==> src/rtl/data_mem_arbiter_if.sv <==
// data_mem_arbiter_if: shared types and the requester-side request/response bundle.
package data_mem_pkg;
   localparam int XLEN = 32;
   typedef enum logic [1:0] {
      BYTE = 2'd0,
      HALF = 2'd1,
      WORD = 2'd2
   } write_width_t;
endpackage

interface data_mem_arbiter_if;
   import data_mem_pkg::*;
   logic             valid;
   logic             ready;
   logic [XLEN-1:0]  addr;
   logic [XLEN-1:0]  w_data;
   write_width_t     w_width;
   logic             w_enable;
   logic             rsp_valid;
   logic [XLEN-1:0]  rsp_r_data;
   modport master (output valid, addr, w_data, w_width, w_enable,
                   input  ready, rsp_valid, rsp_r_data);
   modport slave  (input  valid, addr, w_data, w_width, w_enable,
                   output ready, rsp_valid, rsp_r_data);
endinterface

==> src/rtl/data_mem_arbiter.sv <==
// data_mem_arbiter: round-robin core/debug arbiter onto the single data memory port,
// with a tag pipeline routing each response back to its owner.
module data_mem_arbiter
   import data_mem_pkg::*;
#(
   parameter int READ_LATENCY = 0
) (
   input  logic               clock,
   input  logic               reset_n,
   data_mem_arbiter_if.slave  core,
   data_mem_arbiter_if.slave  dbg,
   output logic [XLEN-1:0]    mem_addr,
   output logic [XLEN-1:0]    mem_w_data,
   output write_width_t       mem_w_width,
   output logic               mem_w_enable,
   input  logic [XLEN-1:0]    mem_r_data
);
   typedef struct packed {
      logic vld;
      logic own;
      logic wr;
   } tag_t;

   logic last_grant;
   logic core_win;
   logic dbg_win;
   logic xfer;
   tag_t tag_in;
   tag_t tag_out;

   // last_grant: 0 = core, 1 = dbg; the requester not granted last wins a tie
   assign core_win = reset_n && core.valid && (!dbg.valid || last_grant);
   assign dbg_win  = reset_n && dbg.valid && !core_win;
   assign xfer     = core_win || dbg_win;
   assign core.ready = core_win;
   assign dbg.ready  = dbg_win;

   always_comb begin
      mem_addr     = core_win ? core.addr : dbg_win ? dbg.addr : '0;
      mem_w_data   = core_win ? core.w_data : dbg_win ? dbg.w_data : '0;
      mem_w_width  = core_win ? core.w_width : dbg_win ? dbg.w_width : write_width_t'('0);
      mem_w_enable = core_win ? core.w_enable : dbg_win && dbg.w_enable;
   end

   assign tag_in = {xfer, dbg_win, mem_w_enable};

   if (READ_LATENCY == 0) begin : g_lat0
      assign tag_out = tag_in;
   end else if (READ_LATENCY == 1) begin : g_lat1
      tag_t tag_q;
      always_ff @(posedge clock or negedge reset_n) begin
         if (!reset_n) tag_q <= '0;
         else tag_q <= tag_in;
      end
      assign tag_out = tag_q;
   end else begin : g_bad
      $error("data_mem_arbiter: READ_LATENCY must be 0 or 1");
   end

   always_ff @(posedge clock or negedge reset_n) begin
      if (!reset_n) last_grant <= 1'b1;
      else if (xfer) last_grant <= dbg_win;
   end

   // the tag leaving the pipeline lines up with the cycle mem_r_data is valid
   always_ff @(posedge clock or negedge reset_n) begin
      if (!reset_n) begin
         core.rsp_valid  <= 1'b0;
         dbg.rsp_valid   <= 1'b0;
         core.rsp_r_data <= '0;
         dbg.rsp_r_data  <= '0;
      end else begin
         core.rsp_valid <= tag_out.vld && !tag_out.own;
         dbg.rsp_valid  <= tag_out.vld && tag_out.own;
         if (tag_out.vld && !tag_out.own) core.rsp_r_data <= tag_out.wr ? '0 : mem_r_data;
         if (tag_out.vld && tag_out.own) dbg.rsp_r_data <= tag_out.wr ? '0 : mem_r_data;
      end
   end
endmodule

==> src/flat_wrapper.sv <==
// flat-port wrapper written by rule: the top's interface ports become plain ports
module data_mem_arbiter_flat import data_mem_pkg::*;
#(
   parameter int READ_LATENCY = 0
)
  (clock, reset_n, mem_addr, mem_w_data, mem_w_width, mem_w_enable, mem_r_data, core_valid, core_addr, core_w_data, core_w_width, core_w_enable, core_ready, core_rsp_valid, core_rsp_r_data, dbg_valid, dbg_addr, dbg_w_data, dbg_w_width, dbg_w_enable, dbg_ready, dbg_rsp_valid, dbg_rsp_r_data);
  data_mem_arbiter_if core_i ();
  data_mem_arbiter_if dbg_i ();
  input  logic clock;
  input  logic reset_n;
  output logic [XLEN-1:0] mem_addr;
  output logic [XLEN-1:0] mem_w_data;
  output write_width_t mem_w_width;
  output logic mem_w_enable;
  input  logic [XLEN-1:0] mem_r_data;
  input wire logic [$bits(core_i.valid)-1:0] core_valid;
  input wire logic [$bits(core_i.addr)-1:0] core_addr;
  input wire logic [$bits(core_i.w_data)-1:0] core_w_data;
  input wire logic [$bits(core_i.w_width)-1:0] core_w_width;
  input wire logic [$bits(core_i.w_enable)-1:0] core_w_enable;
  output wire logic [$bits(core_i.ready)-1:0] core_ready;
  output wire logic [$bits(core_i.rsp_valid)-1:0] core_rsp_valid;
  output wire logic [$bits(core_i.rsp_r_data)-1:0] core_rsp_r_data;
  input wire logic [$bits(dbg_i.valid)-1:0] dbg_valid;
  input wire logic [$bits(dbg_i.addr)-1:0] dbg_addr;
  input wire logic [$bits(dbg_i.w_data)-1:0] dbg_w_data;
  input wire logic [$bits(dbg_i.w_width)-1:0] dbg_w_width;
  input wire logic [$bits(dbg_i.w_enable)-1:0] dbg_w_enable;
  output wire logic [$bits(dbg_i.ready)-1:0] dbg_ready;
  output wire logic [$bits(dbg_i.rsp_valid)-1:0] dbg_rsp_valid;
  output wire logic [$bits(dbg_i.rsp_r_data)-1:0] dbg_rsp_r_data;
  assign core_i.valid = core_valid;
  assign core_i.addr = core_addr;
  assign core_i.w_data = core_w_data;
  assign core_i.w_width = core_w_width;
  assign core_i.w_enable = core_w_enable;
  assign core_ready = core_i.ready;
  assign core_rsp_valid = core_i.rsp_valid;
  assign core_rsp_r_data = core_i.rsp_r_data;
  assign dbg_i.valid = dbg_valid;
  assign dbg_i.addr = dbg_addr;
  assign dbg_i.w_data = dbg_w_data;
  assign dbg_i.w_width = dbg_w_width;
  assign dbg_i.w_enable = dbg_w_enable;
  assign dbg_ready = dbg_i.ready;
  assign dbg_rsp_valid = dbg_i.rsp_valid;
  assign dbg_rsp_r_data = dbg_i.rsp_r_data;
  data_mem_arbiter #(.READ_LATENCY(READ_LATENCY)) u_core (.clock(clock), .reset_n(reset_n), .core(core_i), .dbg(dbg_i), .mem_addr(mem_addr), .mem_w_data(mem_w_data), .mem_w_width(mem_w_width), .mem_w_enable(mem_w_enable), .mem_r_data(mem_r_data));
endmodule
==> config.mk <==
export PLATFORM = sky130hd
export DESIGN_NAME = data_mem_arbiter_flat
export DESIGN_NICKNAME = d
export VERILOG_FILES = /design/src/rtl/data_mem_arbiter_if.sv /design/src/rtl/data_mem_arbiter.sv /design/src/flat_wrapper.sv
export SDC_FILE = /design/constraint.sdc
export NUM_CORES = 1
export LEC_CHECK = 0
export BUFFER_PORTS_ARGS = -buffer_cell sky130_fd_sc_hd__clkbuf_2
export CORE_AREA = 3 3 116 118
export CTS_BUF_LIST = sky130_fd_sc_hd__clkbuf_16
export DETAILED_ROUTE_END_ITERATION = 8
export DIE_AREA = 0 0 119 121
export HOLD_SLACK_MARGIN = 0.12
export PLACE_DENSITY_LB_ADDON = 0.3
export SLEW_MARGIN = 5
export SYNTH_ARGS = -nofsm -noshare
export SYNTH_HDL_FRONTEND = slang
export SYNTH_SLANG_ARGS = --single-unit
export TNS_END_PERCENT = 100
==> constraint.sdc <==
create_clock -name clock -period 1.45 [get_ports clock]
set_input_delay 0.145 -clock clock [delete_from_list [all_inputs] [get_ports clock]]
set_output_delay 0.145 -clock clock [all_outputs]
set_load 0.02 [all_outputs]
==> Word-level counts from Yosys, hierarchy flattened <==
Cells that the tools add are included.
{ "op_classes": {"mux": 8, "n_reduce_logical": 12} }
{ "ops": {"columns": ["op", "n"], "rows": [
  ["two-way mux 32 bit", 5],
  ["logical AND 1 bit", 7],
  ["two-way mux 2 bit", 2],
  ["zero test 1 bit", 3],
  ["logical OR 1 bit", 2],
  ["two-way mux 1 bit", 1]
]} }
{ "totals": {"output_inout_bits": 135, "reg_bits": 67, "word_cells": 25, "input_bits": 170} }

==> Longest topological paths before layout <==
{ "logic_depth": {"depth_word": 8, "ltp_mapped": 5, "mapped_depth_nobuf": 3} }

==> Least setup slack after synthesis <==
OpenSTA, ideal clock, no wires.
{ "synth_timing": {"path_type": "register to output", "startpoint": "register u_core.last_grant", "endpoint": "output mem_addr[23]", "path_stages_with_launch": 6, "slack_ns": -0.082, "n_path_buf": 2, "required_time_ns": 1.305, "arrival_time_ns": 1.387, "cell_sequence": "dfstp_2 inv_2 a21oi_2 buf_4 buf_2 a22o_1"} }
{ "synth_via": {"elab_chain_len": 6} }
{ "synth_lines": {"columns": ["element", "line_no", "source"], "rows": [
  ["from (decl)", "data_mem_arbiter.sv:24", "logic last_grant;"],
  ["from (signal assigned)", "data_mem_arbiter.sv:62", "else if (xfer) last_grant <= dbg_win;"],
  ["logical OR 1 bit (*)", "data_mem_arbiter.sv:32", "assign core_win = reset_n && core.valid && (!dbg.valid || last_grant);"],
  ["logical AND 1 bit (*)", "data_mem_arbiter.sv:32", null],
  ["via core_ready", "flat_wrapper.sv:21", "output wire logic [$bits(core_i.ready)-1:0] core_ready;"],
  ["zero test 1 bit", "data_mem_arbiter.sv:33", "assign dbg_win = reset_n && dbg.valid && !core_win;"],
  ["logical AND 1 bit", "data_mem_arbiter.sv:33", null],
  ["two-way mux 32 bit", "data_mem_arbiter.sv:39", "mem_addr = core_win ? core.addr : dbg_win ? dbg.addr : '0;"],
  ["two-way mux 32 bit (*)", "data_mem_arbiter.sv:39", null],
  ["to (decl)", "flat_wrapper.sv:11", "output logic [XLEN-1:0] mem_addr;"]
]} }
The timed path passes the listed nets; every way through them passes the cells marked *.

==> Worst setup path after layout <==
{ "layout_timing": {"startpoint": "register u_core.last_grant", "endpoint": "output mem_w_data[12]"} }
{ "layout_via": {"elab_chain_len": 6} }
{ "layout_lines": {"columns": ["element", "line_no", "source"], "rows": [
  ["logical OR 1 bit (*)", "data_mem_arbiter.sv:32", null],
  ["logical AND 1 bit (*)", "data_mem_arbiter.sv:32", null],
  ["zero test 1 bit", "data_mem_arbiter.sv:33", null],
  ["logical AND 1 bit", "data_mem_arbiter.sv:33", null],
  ["two-way mux 32 bit", "data_mem_arbiter.sv:40", "mem_w_data = core_win ? core.w_data : dbg_win ? dbg.w_data : '0;"],
  ["two-way mux 32 bit (*)", "data_mem_arbiter.sv:40", null],
  ["to (decl)", "flat_wrapper.sv:12", "output logic [XLEN-1:0] mem_w_data;"]
]} }
Every way passes the cells marked *; elsewhere a longest branch is shown, timed or not.

==> flow_summary.json <==
{
  "seq_area_um2": 1680,
  "p_clk_share_pct": 26.8,
  "cts.sinks": 67,
  "clockBufferDepth": 2,
  "clk_latency_ps": 330,
  "p_sw_mw": 2.38,
  "multi_input_area_um2": 1960,
  "irDropWorstVdd_mv": 0.656,
  "tightest_slew_ps": 821,
  "drc": 0,
  "ant_nets": 0,
  "yosysWarnings": 0,
  "dieArea_um2": 14400,
  "io_pins": 305,
  "hold_slack_ps": 66.6,
  "clk_pin_slew_ps": 60,
  "fin_crit_sh_pct": 134,
  "first_pass_iters": 4,
  "cts-root-buf": "clkbuf_16",
  "dp_hpwl_um": 10700,
  "die_y_um": 121,
  "p_seq_share_pct": 33.4,
  "routed-via-count": 3857,
  "synth_common_cells": "67 x a22o_1, 66 x dfrtp_1, 52 x nor2b_1, 43 x mux2_2, 19 x mux2_1",
  "synth_seq_cells": 67,
  "yosys.area.top_type": "dfrtp_1",
  "die_x_um": 119,
  "synth.most_common_cell": "a22o_1",
  "synth_edf_count": 0,
  "syn-cell-area_um2": 3620,
  "numCtsBuffers": 9,
  "synth_top_area_share_pct": 45.6,
  "synth_compound_area_share_pct": 17.2,
  "grt_pass1_wl_um": 22100,
  "htreeDepth": 3,
  "cp.arrival_ps": 1800,
  "p_int_mw": 4.76,
  "p_sw_share_pct": 33.4,
  "slew_headroom_pct": 45.2,
  "crit_fanout": 13,
  "start_util_pct": 28.8,
  "synth_fa_ha_area_share_pct": 0,
  "violations": "negative setup slack",
  "nNetsFinal": 812,
  "fmax_ghz": 0.514,
  "antennaDiodeCount": 0,
  "min_path_type": "in2async",
  "yosysSeqAreaShare_pct": 46.3,
  "yosys.area_share.simple_pct": 11.7,
  "status": "finished with violations",
  "wirelength_um": 15300,
  "criticalPathCategory": "reg2out",
  "hold_violations": 0,
  "synthXorXnorAreaFrac_pct": 0,
  "viasPerCell": 4.71,
  "synth.avg_cell_area_um2": 12.2,
  "rsz0062_at_grt": "yes",
  "io_buffers": 304,
  "slew_viol_final": 0,
  "grt_pass1_vias": 4062,
  "cts_tree": "done",
  "track_usage_pct": 19.8,
  "synth_mux_area_share_pct": 20.1,
  "yosysUniqueCellTypes": 17,
  "setup_viol": 129,
  "end_kind": "output port",
  "grt_max_degree": 65,
  "p_comb_share_pct": 39.7,
  "antenna_found_initial": 0,
  "synth_nets": 468,
  "fin_skew_ps": 6.56,
  "fillers": 1059,
  "fin_crit_ps": 1950,
  "drive_above_1_share_pct": 68.8,
  "synthArstFlopShare_pct": 100,
  "cp.required_ps": 1310,
  "fin_util_pct": 55.4,
  "p_per_area_nw_per_um2": 1030,
  "grt-ovfl-total": 0,
  "wire_per_inst_um": 18.6,
  "synthTopCellsByArea": "dfrtp_1 46%, a22o_1 16%, mux2_2 13%",
  "core_um2": 12600,
  "maxCapViolCount": 0,
  "p_leak_nw": 3.69,
  "synth_top_family_by_area": "multiplexers",
  "dr.first_iter.drc_count": 190,
  "row_count": 41,
  "synthCells": 298,
  "synthFlopType": "dfrtp_1",
  "routabilityCongestion": 0.781,
  "syn2layout_area_growth_pct": 92.2,
  "postLayoutSetupSlackWorst_ps": -496,
  "critPathLaunchType": "flip-flop"
}
## final cells by class
| type | instances | area share (%) |
|---|---|---|
| tap | 172 | 3.09 |
| timing repair buffer | 361 | 40.8 |
| clock inverter | 7 | 0.521 |
| clock buffer | 9 | 3.24 |
| multi-input combinational | 202 | 28.2 |
| sequential | 67 | 24.1 |
| inverter | 1 | 0.0539 |
## cells by family after synthesis
logic type             after synthesis
buffers and inverters               29
DFF                                 67
AOI/OAI and AO/OA                   72
muxes                               64
and+or+nand+nor                     66
## layer usage
layer,vias up,wire [um],global-route usage [%]
li1,1783,-,-
met1,1867,6110,24.3
met2,179,7560,32.1
met3,28,1260,7.37
met4,0,331,6.88
met5,-,0,0
## power by group through the flow
stage               Sequential [mW]  Combinational, mW  Clock (mW)
detailed placement             2.41               2.34           0
floorplan                      2.79              0.920           0
global route                   2.44               3.00        2.07
global placement               2.40               2.31           0
finish                         2.39               2.84        1.92
CTS                            2.39               2.74        1.98
## layout by cell type (no fill, tap or decap), types with 15 or more instances in the layout
| master | count |
|---|---|
| dfrtp_1 | 66 |
| a22o_4 | 15 |
| clkbuf_8 | 52 |
| clkbuf_2 | 237 |
| buf_4 | 16 |
| nor2b_1 | 52 |
| buf_6 | 19 |
| buf_8 | 21 |
| mux2_2 | 41 |
| a22o_1 | 52 |
## metrics by stage
step	worst slack [ps]	power [mW]	cells	cell area, um^2	setup TNS, ps
after global placement	-102	4.71	771	5630	-6310
after detailed placement	-149	4.76	771	5630	-8980
after CTS	-507	7.11	801	6770	-39440
final	-496	7.14	819	6960	-37810
after global routing	-583	7.51	819	6960	-46820
after floorplan	-24.9	3.71	298	3750	-866
## worst max-delay path, stage by stage, from the launching register on
cell      delay, ps
dfstp_2         530
inv_2            50
a21oi_4         230
buf_12          180
buf_12          140
a22o_1          170
clkbuf_8        150
## state kept, by name (all words and copies together), names as in the netlist
signal	cells
u_core.dbg.rsp_valid	1
u_core.dbg.rsp_r_data	32
u_core.core.rsp_valid	1
u_core.core.rsp_r_data	32
u_core.last_grant	1
## final timing paths
check	from	to	slack, ps	cells after the start
setup reg to reg	u_core.last_grant$_DFFE_PN1P_	u_core.core.rsp_r_data[27]$_DFFE_PN0P_	-320	7
max in group asynchronous	reset_n	u_core.dbg.rsp_r_data[26]$_DFFE_PN0P_	810	2
hold reg to reg	u_core.core.rsp_r_data[3]$_DFFE_PN0P_	u_core.core.rsp_r_data[3]$_DFFE_PN0P_	490	1
min in group clock	dbg_valid	u_core.dbg.rsp_valid$_DFF_PN0_	150	3
setup / recovery	u_core.last_grant$_DFFE_PN1P_	mem_w_data[12]	-500	6
hold / removal	reset_n	u_core.core.rsp_r_data[21]$_DFFE_PN0P_	70	2
## repair_timing
item,in CTS,in global routing
setup endpoints to repair,133,133
gates resized for setup,158,36
hold endpoints to repair,5,0
pin swaps,48,15
cloned,4,2
setup buffers,7,19
hold buffers,3,0
(Power assumes the default switching activity.)
